**config.mk**
```make
export PLATFORM = sky130hd
export DESIGN_NAME = imm_extend_pipe
export DESIGN_NICKNAME = d
export VERILOG_FILES = /design/src/rtl/imm_extend_pipe.sv
export SDC_FILE = /design/constraint.sdc
export NUM_CORES = 1
export LEC_CHECK = 0
export BUFFER_PORTS_ARGS = -buffer_cell sky130_fd_sc_hd__buf_2
export CORE_MARGIN = 5
export CORE_UTILIZATION = 39
export CTS_BUF_LIST = sky130_fd_sc_hd__clkbuf_2
export CTS_CLUSTER_DIAMETER = 40
export DETAILED_ROUTE_END_ITERATION = 6
export PLACE_DENSITY = 0.65
export SLEW_MARGIN = 20
export SYNTH_ARGS = -nofsm -noshare
export SYNTH_HDL_FRONTEND = slang
export SYNTH_SLANG_ARGS = --single-unit
```
**constraint.sdc**
```tcl
create_clock -name clk -period 1.9 [get_ports clk]
set_input_delay 0.19 -clock clk [delete_from_list [all_inputs] [get_ports clk]]
set_output_delay 0.19 -clock clk [all_outputs]
set_load 0.005 [all_outputs]
```
**src/rtl/imm_extend_pipe.sv**
```systemverilog
`default_nettype none
// ============================================================================
// Module      : imm_extend_pipe
// Description : Pipelined immediate-extension unit (zero / sign / branch-offset
//               / upper-immediate) with a valid/ready stage backed by a
//               2-entry skid buffer and a pass-through tag.
// Revision    : 1.0 - initial release
// ============================================================================
module imm_extend_pipe #(
    parameter int IN_W     = 16,
    parameter int OUT_W    = 32,
    parameter int BR_SHIFT = 2,
    parameter int TAG_W    = 4
) (
    input  logic               clk,
    input  logic               rst_n,
    input  logic               in_valid,
    output logic               in_ready,
    input  logic [IN_W-1:0]    in_imm,
    input  logic [1:0]         in_mode,
    input  logic [TAG_W-1:0]   in_tag,
    output logic               out_valid,
    input  logic               out_ready,
    output logic [OUT_W-1:0]   out_data,
    output logic [TAG_W-1:0]   out_tag,
    output logic               out_neg
);

    localparam logic [1:0] MODE_ZERO  = 2'b00;
    localparam logic [1:0] MODE_SIGN  = 2'b01;
    localparam logic [1:0] MODE_BR    = 2'b10;
    localparam logic [1:0] MODE_UPPER = 2'b11;

    // State encoding mirrors the storage valid bits: bit1 = main, bit0 = skid.
    typedef enum logic [1:0] {
        ST_EMPTY = 2'b00,
        ST_ONE   = 2'b10,
        ST_FULL  = 2'b11
    } state_t;

    state_t              state_q, state_d;
    logic [OUT_W-1:0]    main_data_q, main_data_d;
    logic [TAG_W-1:0]    main_tag_q,  main_tag_d;
    logic [OUT_W-1:0]    skid_data_q, skid_data_d;
    logic [TAG_W-1:0]    skid_tag_q,  skid_tag_d;

    logic [OUT_W-1:0]    zx_val;
    logic [OUT_W-1:0]    sx_val;
    logic [OUT_W-1:0]    ext_val;
    logic                accept;
    logic                xfer;

    // Handshake flags; both depend only on registered state plus the peer's strobe.
    assign in_ready  = (state_q != ST_FULL);
    assign out_valid = (state_q != ST_EMPTY);
    assign accept    = in_valid & in_ready;
    assign xfer      = out_valid & out_ready;

    assign out_data  = main_data_q;
    assign out_tag   = main_tag_q;
    assign out_neg   = main_data_q[OUT_W-1];

    // Extend the incoming immediate according to the requested mode.
    always_comb begin
        zx_val = OUT_W'(in_imm);
        sx_val = OUT_W'($signed(in_imm));
        ext_val = zx_val;
        case (in_mode)
            MODE_ZERO:  ext_val = zx_val;
            MODE_SIGN:  ext_val = sx_val;
            MODE_BR:    ext_val = sx_val << BR_SHIFT;
            MODE_UPPER: ext_val = zx_val << (OUT_W - IN_W);
            default:    ext_val = zx_val;
        endcase
    end

    // Next-state and storage update for the main/skid pair.
    always_comb begin
        state_d     = state_q;
        main_data_d = main_data_q;
        main_tag_d  = main_tag_q;
        skid_data_d = skid_data_q;
        skid_tag_d  = skid_tag_q;
        case (state_q)
            ST_EMPTY: begin
                if (accept) begin
                    main_data_d = ext_val;
                    main_tag_d  = in_tag;
                    state_d     = ST_ONE;
                end
            end
            ST_ONE: begin
                if (accept && xfer) begin
                    main_data_d = ext_val;
                    main_tag_d  = in_tag;
                end else if (accept) begin
                    skid_data_d = ext_val;
                    skid_tag_d  = in_tag;
                    state_d     = ST_FULL;
                end else if (xfer) begin
                    state_d     = ST_EMPTY;
                end
            end
            ST_FULL: begin
                // in_ready is low here, so only the drain side can move.
                if (xfer) begin
                    main_data_d = skid_data_q;
                    main_tag_d  = skid_tag_q;
                    state_d     = ST_ONE;
                end
            end
            default: state_d = ST_EMPTY;
        endcase
    end

    // State and storage registers with synchronous active-low reset.
    always_ff @(posedge clk) begin
        if (!rst_n) begin
            state_q     <= ST_EMPTY;
            main_data_q <= '0;
            main_tag_q  <= '0;
            skid_data_q <= '0;
            skid_tag_q  <= '0;
        end else begin
            state_q     <= state_d;
            main_data_q <= main_data_d;
            main_tag_q  <= main_tag_d;
            skid_data_q <= skid_data_d;
            skid_tag_q  <= skid_tag_d;
        end
    end

endmodule
`default_nettype wire

```
# Word level (Yosys, flattened, before mapping)
# Cells that the tools add are included.
dict set report classes {
  n_eq_ne 11
  muxes 15
  bitwise_logic 3
  reduce_logical 8
}
# operator n
set ops {}
lappend ops {{$pmux 32 s4} 1}
lappend ops {{$mux 32} 3}
lappend ops {{$pmux 32 s3} 1}
lappend ops {{$mux 4} 3}
lappend ops {{$pmux 4 s3} 1}
lappend ops {{$mux 2} 5}
lappend ops {{$ne 2x2->1 const B} 5}
lappend ops {{$eq 2x2->1 const B} 4}
lappend ops {{$reduce_and 4->1} 2}
lappend ops {{$pmux 2 s3} 1}
lappend ops {{$logic_not 2->1} 2}
lappend ops {{$ne 3x3->1 const B} 1}
lappend ops {{$reduce_and 3->1} 1}
lappend ops {{$reduce_bool 3->1} 1}
lappend ops {{$and 1x1->1} 2}
lappend ops {{$eq 2x1->1 const B} 1}
lappend ops {{$reduce_bool 2->1} 1}
lappend ops {{$logic_and 1x1->1} 1}
lappend ops {{$not 1->1} 1}
dict set report totals {
  regBits 74
  in_bits 26
  word_cells 42
}

# Logic depth before layout (Yosys ltp)
# Gate-level depths: netlist of the first run.
dict set report depth {
  ltp_word 6
  depth_mapped 8
  mapped_depth_nobuf 6
}

# Worst setup path after synthesis of the first run
# Ideal clock, no wire load.
dict set report synth_timing {
  path_type {register to register}
  from {register state_q[0]}
  to {register main_data_q[27], in the netlist out_data[27]}
  arrival_ps 1503
  required_ps 1768
  slack_ps 265
  stages_incl_launch_ff 9
  n_path_buf 2
  synth_period_minus_slack_ps 1635
  cell_sequence {dfxtp_1 > inv_1 > ha_1 > nand2b_1 > a21oi_1 > o22ai_2 > buf_6 > buf_12 > mux2i_1}
}
dict set report synth_via {
  elab_chain_len 5
  word_cells_on_any_way 14
}
# element line
set synth_rtl {}
lappend synth_rtl {{start: declaration} 41} ;# state_t state_q, state_d;
lappend synth_rtl {{start signal: assignment} 125} ;# state_q <= state_d;
lappend synth_rtl {{$ne 2x2->1 or $reduce_bool 2->1 (tied branches)} {54, 55}}
lappend synth_rtl {{$and 1x1->1, on equally long branches} {56, 57}}
lappend synth_rtl {{$logic_and 1x1->1} 93} ;# if (accept && xfer) begin
lappend synth_rtl {{$ne 2x2->1 (no source line)} n/a}
lappend synth_rtl {{$reduce_and 4->1 (no source line)} n/a}
lappend synth_rtl {{end signal: assignment} 126} ;# main_data_q <= main_data_d;
lappend synth_rtl {{end: declaration} 42} ;# logic [OUT_W-1:0] main_data_q, main_data_d;
# Parallel ways exist; a longest one is shown, timed or not.
# A chain may end at the register's enable or synchronous reset.

# Final worst setup path of the first run
dict set report layout_timing {
  from {register state_q[1]}
  to {register main_data_q[30], in the netlist out_data[30]}
}
# The elaborated chain is that of the path after synthesis.

==> metrics.txt, run 1 <==
CTS Root Cell clkbuf_2; largest area contributor in the netlist dfxtp_1; first-pass GRT wire length 15000 um; Post-Syn Instances 430; Critical Path Max Stage Delay 0.38 ns; post-synth cell types 38; dominant cells by area after synthesis dfxtp_1 (38%), mux2i_1 (12%), nand2_1 (7.5%); CTS H-tree depth 3; CP startpoint kind flip-flop; HP Class primary input to flip-flop; final hold violation count 0; Critical Path End Type flip-flop; DP Area 4280 um2; number of placed cells counting well taps 603; Final #Nets 522; status finished, final reports clean; number of synthesized flops with an enable pin 0; clk buf depth 2; 1st-iter DRT viols 187; top_reg_cell synth dfxtp_1; clock skew 0.0388 ns; vias in the first global route 3068; P&R area growth vs syn 17.1%; GRT Util Overall 0.160; Initial Util 0.399; number of synthesis warnings 0; final instance area 4540 um2; initial antenna violation count 1; clock sink count 74; mux share of post-synthesis cell area 0.138; DRT Pass-1 Iters 5; register area share after synthesis 0.382; critical path required time 2.36 ns; Pleak 2.13 nW; CTS tree yes; post-synthesis simple-gate area fraction 0.185; main combinational cell family by area after synthesis compound AO/OA/AOI/OAI gates; Worst Path Buf+Inv 3; Crit path max-delay family simple AND/OR/NAND/NOR gates; DRC 0; crit path max fanout 14; area of the mapped netlist 3880 um2; relative slew slack 0.565; MaxCap Viol Count 0; Worst EP arrival 2.27 ns; crit path cell chain inv_1 -> ha_1 -> and2b_2 -> and3_1 -> o22ai_4 -> buf_12 -> buf_16 -> mux2i_1; Synth Area in XOR/XNOR 0; number of synthesized register bits 74; Post-Syn Nets 461; share of cells above drive strength 1 0.232; Overflow after GRT 0; clk slew on worst S/H paths 0.20 ns; top cell type's share of synthesized area 0.382; leading cell type in the layout, fill and taps excluded nand2_1; die area 12000 um2; WS Path Type flip-flop to flip-flop; compound-cell area share of the yosys netlist 0.207; largest net degree at the start of global routing 58; crit share post-route 0.956; Mapped Avg Cell Area 9.02 um2; Slew Viols, Final 0; PwrDens 1120 nW/um2; Peak Freq 0.551 GHz; worst skew pair latency 0.54 ns; RD Place Congestion 0.786; chip width 110 um; VDD IR-drop max 0.446 mV; final setup fails 0; via count 3219; I/O pin total 65; post-synthesis adder-cell area fraction 0.0187; die height 110 um; most frequent cells in the layout nand2_1 (78), dfxtp_1 (72), buf_2 (64); setup ws final 0.0835 ns; Port Buf Inserts 64; antenna viol nets, final 0; site row count 36; Worst-Margin Slew 0.649 ns; fin cells 630; post-layout minimum cycle time 1.82 ns; floorplan core area 9730 um2; Post-Route WL 9310 um; Place WS 0.0936 ns; CTS Buf Count 9; average vias per placed instance 5.11; Final HPWL DP 6430 um; Slowest cell on crit path dfxtp_2; Avg WL per Cell 14.8 um; ys async rst share 0
-- per-stage QoR --
step,hold slack [ns],power [mW],TNS [ns],utilization
2_1_floorplan,0.325,3.55,0,-
3_3_place_gp,0.437,4.01,0,0.440
3_5_place_dp,0.444,4.06,0,0.440
4_1_cts,0.00652,4.94,0,0.458
5_1_grt,0.0260,5.44,-0.0527,0.467
6_report,0.0238,5.08,0,0.467
-- cell families (layout without fill, tap and decap cells) --
group / after synthesis / in the layout
simple gates: 149 / 149
compound gates: 106 / 106
flops: 74 / 74
mux: 53 / 53
buf+inv: 42 / 108
fa+ha+maj: 6 / 6
other cells: 0 / 1
-- tightest hold or removal path, stage by stage --
cell and delay [ns]:
buf_2 0.14, or3b_1 0.16, mux2i_1 0.05
-- path summary, 6_finish.rpt --
path	start	end	slack, ns	depth (start not counted)
min reg2reg	skid_tag_q[2]	skid_tag_q[2]	0.47	2
max reg2reg	state_q[1]	out_data[30]	0.08	8
min	rst_n	state_q[0]	0.02	3
max	state_q[1]	out_data[30]	0.08	8
-- cell usage after synthesis, types with 2 or more instances --
cell type  count
dfxtp_1       74
and2_1         2
buf_4          6
a21oi_1       16
o211ai_1      23
a21boi_1       5
mux2_2         5
o21a_1        11
o21ai_0        3
a211o_1       14
o21ai_1        7
buf_6          3
nor2b_1       23
inv_1          5
mux2i_1       48
clkbuf_1      13
nor2_1        11
buf_2         12
o211a_1       14
nand2b_1      18
ha_1           5
nor3_1         6
a21boi_0       5
buf_12         3
and2b_1        3
nand2_1       78
o311ai_0       6
-- report_power, final --
group | internal, mW | switching (mW) | total [mW] | leakage [nW]
Clock | 0.311 | 0.546 | 0.857 | 0.0710
Combinational | 1.09 | 1.00 | 2.09 | 1.45
Sequential | 1.94 | 0.193 | 2.13 | 0.605
Total | 3.34 | 1.74 | 5.08 | 2.13
-- state kept, by name (all words and copies together), names as in the netlist --
signal / cells
out_data: 32
skid_data_q: 32
out_tag: 4
skid_tag_q: 4
state_q: 2
-- layer usage --
layer	part of all wire	GRT usage	vias up	routed length, um
met1	0.45	0.201	1522	4160
met3	0.033	0.0311	14	310
li1	-	-	1628	-
met4	0.022	0.0793	0	201
met5	0	0	-	0
met2	0.50	0.261	55	4630
-- layout make-up --
class                   count  area [um2]
fillers                   964        5190
clock inverters             4        42.5
inverters                   5        22.5
flip-flops and latches     74        1490
repair buffers             87         598
diodes                      1        2.50
well taps                 133         166
clock buffers              12        60.1
multi-input cells         314        2160
-- repair_timing --
item	CTS	global route
gates resized for setup	5	6
cloned	0	1
pin swaps	0	2
setup buffers	1	4
setup endpoints to repair	1	42
hold buffers	4	0
hold endpoints to repair	4	0
Power figures use the tool's default switching activity.
==> run 2, diff against run 1 <==
REMOVE_ABC_BUFFERS = 1   (was unset)
==> run 2 against run 1 <==
Combinational power is 2% higher; via count is 1.8% higher; worst hold slack improved by 0.0055 ns; design area rose by 0.96%; non-clock buffer count rose by 2; first-iteration DRC count down 6.4%; clock power down 14%; global-route usage is 0.25 points lower; critical endpoint is now out_data[16]; largest power group unchanged.
==> metrics.txt, run 2 (synthesized netlist as in run 1, its figures left out) <==
Worst-Margin Slew 0.651 ns; GRT Util Overall 0.157; final core area utilization 0.471; CTS Root Cell clkbuf_2; Slew Viols, Final 0; CTS H-tree depth 3; Initial Util 0.399; HP Class primary input to flip-flop; Critical Path Max Stage Delay 0.42 ns; Overflow after GRT 0; DRT Pass-1 Iters 4; die height 110 um; post-layout minimum cycle time 1.81 ns; P&R area growth vs syn 18.2%; clk buf depth 2; crit path max fanout 10; vias in the first global route 3061; initial antenna violation count 0; clock skew 0.0245 ns; most congested layer reported by global routing met2; Final #Nets 524; Avg WL per Cell 15.4 um; Worst EP arrival 2.23 ns; WS Path Type flip-flop to flip-flop; first-pass GRT wire length 14900 um; 1st-iter DRT viols 175; relative slew slack 0.565; sw frac 0.354; final instance area 4590 um2; crit path cell chain inv_1 -> ha_1 -> and2b_2 -> and3_1 -> o22ai_4 -> buf_4 -> clkbuf_16 -> mux2i_1; die area 12000 um2; average vias per placed instance 5.20; largest net degree at the start of global routing 48; clock share of power 0.146; DRC 0; Critical Path End Type flip-flop; worst skew pair latency 0.53 ns; Crit path max-delay family simple AND/OR/NAND/NOR gates; Comb pwr share 0.427; clock sink count 74; PwrDens 1090 nW/um2; DP Area 4290 um2; final hold violation count 0; WHS 0.0293 ns; P_sw 1.78 mW; met1 Use GR 0.191; antenna viol nets, final 0; crit share post-route 0.953; internal power 3.24 mW; Setup Total Neg Slack 0 ns; Final HPWL DP 6030 um; share of cells above drive strength 1 0.239; critical path required time 2.32 ns; sequential share of power 0.427; MaxCap Viol Count 0; most frequent cells in the layout nand2_1 (78), dfxtp_1 (72), buf_2 (64); FILL cells 978; Slowest cell on crit path dfxtp_2; final setup fails 0; chip width 110 um; CTS tree yes; leading cell type in the layout, fill and taps excluded nand2_1; routing usage on met2 0.266; site row count 36; Post-Route WL 9720 um; status finished, final reports clean; I/O pin total 65; n_diodes 0; RD Place Congestion 0.777; Port Buf Inserts 64; met3 usage 0.0364; Worst Path Buf+Inv 3; floorplan core area 9730 um2; Pleak 2.15 nW; Peak Freq 0.552 GHz; CP startpoint kind flip-flop; CTS Buf Count 9; number of placed cells counting well taps 602; clk slew on worst S/H paths 0.21 ns; VDD IR-drop max 0.584 mV; via count 3278; fin cells 630
## run 2: stage by stage
step	total power, mW	worst slack [ns]
2_1_floorplan	3.32	-1.68
3_3_place_gp	3.98	0.178
3_5_place_dp	4.03	0.0759
4_1_cts	4.79	0.0275
5_1_grt	5.33	-0.0107
6_report	5.01	0.0889
## run 2: area by class of cell
type / count / area [um2] / area share
multi-input combinational: 314 / 2170 / 0.473
sequential: 74 / 1490 / 0.324
timing repair buffer: 89 / 662 / 0.144
tap: 133 / 166 / 0.0363
clock buffer: 12 / 60.1 / 0.0131
inverter: 5 / 22.5 / 0.00491
clock inverter: 3 / 17.5 / 0.00382
## run 2: path summary, 6_finish.rpt
| path | from | end | slack [ns] | depth (start not counted) |
|---|---|---|---|---|
| min | rst_n | out_tag[2] | 0.03 | 3 |
| min reg2reg | skid_tag_q[0] | skid_tag_q[0] | 0.47 | 2 |
| max | state_q[1] | out_data[16] | 0.09 | 8 |
| max reg2reg | state_q[1] | out_data[16] | 0.09 | 8 |
## run 2: repair_timing
action                                  in CTS  in global routing
setup buffers                                1                  4
gates cloned                                 1                  3
pin swaps                                    0                  2
hold endpoints to repair                     4                  0
gates resized for setup                      4                  6
endpoints found under the setup margin       1                 46
hold buffers                                 4                  0
## run 2: layer usage
| metal | wire length [um] | part of all wire |
|---|---|---|
| met2 | 4610 | 0.47 |
| met1 | 4450 | 0.46 |
| met3 | 452 | 0.046 |
| met4 | 208 | 0.021 |
| met5 | 0 | 0 |
## run 2: worst register-to-register path: stages, from the launching register on
cell,delay [ns]
dfxtp_2,0.42
inv_1,0.08
ha_1,0.19
and2b_2,0.27
and3_1,0.22
o22ai_4,0.08
buf_4,0.15
clkbuf_16,0.17
mux2i_1,0.12
## run 2: power groups by stage
| stage | registers [mW] | logic, mW | clock network (mW) |
|---|---|---|---|
| floorplan | 2.17 | 1.15 | 0 |
| global placement | 2.15 | 1.83 | 0 |
| detailed placement | 2.16 | 1.87 | 0 |
| CTS | 2.14 | 1.90 | 0.758 |
| global route | 2.18 | 2.32 | 0.824 |
| finish | 2.14 | 2.14 | 0.733 |
==> run 3, diff against run 2 <==
CORE_UTILIZATION = 58   (was 39)
PLACE_DENSITY = 0.88   (was 0.65)
==> run 3 against run 2 <==
Utilization grew 23 points; critical path depth is the same; count of clock-buffer cells in the layout shrank 2; sequential power is essentially flat; largest power group is now combinational cells; sequential share of layout area grew 0.74 points.
==> metrics.txt, run 3 (synthesized netlist as in run 1, its figures left out) <==
status finished, final reports clean; CTS H-tree depth 3; Setup Total Neg Slack 0 ns; Slowest cell on crit path dfxtp_4; CTS tree yes; I/O pin total 65; final core area utilization 0.699; first-pass GRT wire length 14500 um; Port Buf Inserts 64; Peak Freq 0.547 GHz; leading cell type in the layout, fill and taps excluded nand2_1; WHS 0.0551 ns; vias in the first global route 3157; share of cells above drive strength 1 0.237; average vias per placed instance 5.78; Initial Util 0.604; cells on worst reg2reg path 8; floorplan core area 6420 um2; CTS Buf Count 9; clock sink count 74; P&R area growth vs syn 15.8%; number of placed cells counting well taps 548; setup ws final 0.0725 ns; post-layout minimum cycle time 1.83 ns; reg-to-reg endpoint out_tag[0]; worst skew pair latency 0.53 ns; hold depth 4; Final HPWL DP 5950 um; antenna viol nets, final 0; Worst Hold Launch in_imm[4]; DRC 0; Final #Nets 523; site row count 29; Worst Path Buf+Inv 3; chip width 91.8 um; FILL cells 512; Pleak 2.13 nW; DRT Pass-1 Iters 4; crit share post-route 0.962; Critical Path Max Stage Delay 0.41 ns; RD Place Congestion 0.774; most frequent cells in the layout nand2_1 (78), dfxtp_1 (72), buf_2 (64); 1st-iter DRT viols 149; Worst-Margin Slew 1.11 ns; flop2flop setup slack 0.07 ns; multi-input logic area 2170 um2; Overflow after GRT 0; CP startpoint kind flip-flop; Crit path max-delay family simple AND/OR/NAND/NOR gates; Critical Path End Type flip-flop; PwrDens 1130 nW/um2; Worst EP arrival 2.29 ns; VDD IR-drop max 0.594 mV; Avg WL per Cell 16.4 um; HP Class primary input to flip-flop; WS Path Type flip-flop to flip-flop; CP Depth 8; Post-Route WL 9430 um; largest net degree at the start of global routing 48; CTS Root Cell clkbuf_2; final hold violation count 0; final setup fails 0; initial antenna violation count 0; die area 8420 um2; relative slew slack 0.257; unrepaired setup endpoints after global routing true; Hold EP skid_data_q[6]; Slew Viols, Final 0; fin cells 574; MaxCap Viol Count 0; FF-to-FF Start state_q[1]; critical path required time 2.37 ns; die height 91.8 um; crit path max fanout 16; clock skew 0.0188 ns; GRT Util Overall 0.210; n_diodes 0; clk buf depth 2; clk slew on worst S/H paths 0.21 ns; register area 1490 um2; Place WS 0.0259 ns; crit path cell chain inv_2 -> ha_1 -> and2b_2 -> and3_1 -> o22ai_4 -> buf_12 -> buf_16 -> mux2i_1; via count 3320
[run 3: stage by stage]
| stage | cell area [um2] | power (mW) |
|---|---|---|
| after floorplan | 3630 | 3.32 |
| after global placement | 4210 | 3.97 |
| after detailed placement | 4210 | 4.04 |
| after CTS | 4360 | 4.77 |
| after global routing | 4490 | 5.40 |
| final | 4490 | 5.09 |
[run 3: worst reg2reg max path, stage by stage, from the launching register on]
cell     delay, ns
dfxtp_4       0.41
inv_2         0.07
ha_1          0.15
and2b_2       0.27
and3_1        0.20
o22ai_4       0.12
buf_12        0.16
buf_16        0.17
mux2i_1       0.22
[run 3: report_power, final]
part / internal (mW) / switching (mW)
clock network: 0.167 / 0.567
registers: 1.94 / 0.214
logic: 1.15 / 1.05
[run 3: layout make-up]
| type | count | area share |
|---|---|---|
| Clock buffer | 10 | 0.0111 |
| Tap cell | 77 | 0.0215 |
| Inverter | 5 | 0.00502 |
| Clock inverter | 6 | 0.00752 |
| Sequential cell | 74 | 0.332 |
| Timing Repair Buffer | 88 | 0.141 |
| Multi-Input combinational cell | 314 | 0.482 |
[run 3: layer usage]
| metal | wire [um] | GRT usage | up-vias |
|---|---|---|---|
| li1 | - | - | 1628 |
| met1 | 4200 | 0.265 | 1574 |
| met2 | 4540 | 0.343 | 106 |
| met3 | 577 | 0.0532 | 12 |
| met4 | 114 | 0.0829 | 0 |
| met5 | 0 | 0 | - |
[run 3: how the worst max path moves through the flow]
stage / start / to / slack, ns
2_1_floorplan: state_q[0] / skid_data_q[17] / -1.68
3_3_place_gp: state_q[0] / out_data[9] / 0.19
3_5_place_dp: state_q[0] / state_q[1] / 0.03
4_1_cts: state_q[0] / in_ready / 0.02
5_1_grt: state_q[1] / out_data[14] / -0.03
6_report: state_q[1] / out_tag[0] / 0.07
[run 3: repair_timing]
action                                 in CTS  in global routing
cloned                                      0                  3
setup endpoints to repair                   1                 14
gates resized for setup                     5                  9
hold buffers                                4                  0
pin swaps                                   0                  2
endpoints found under the hold margin       4                  0
setup buffers                               1                  2
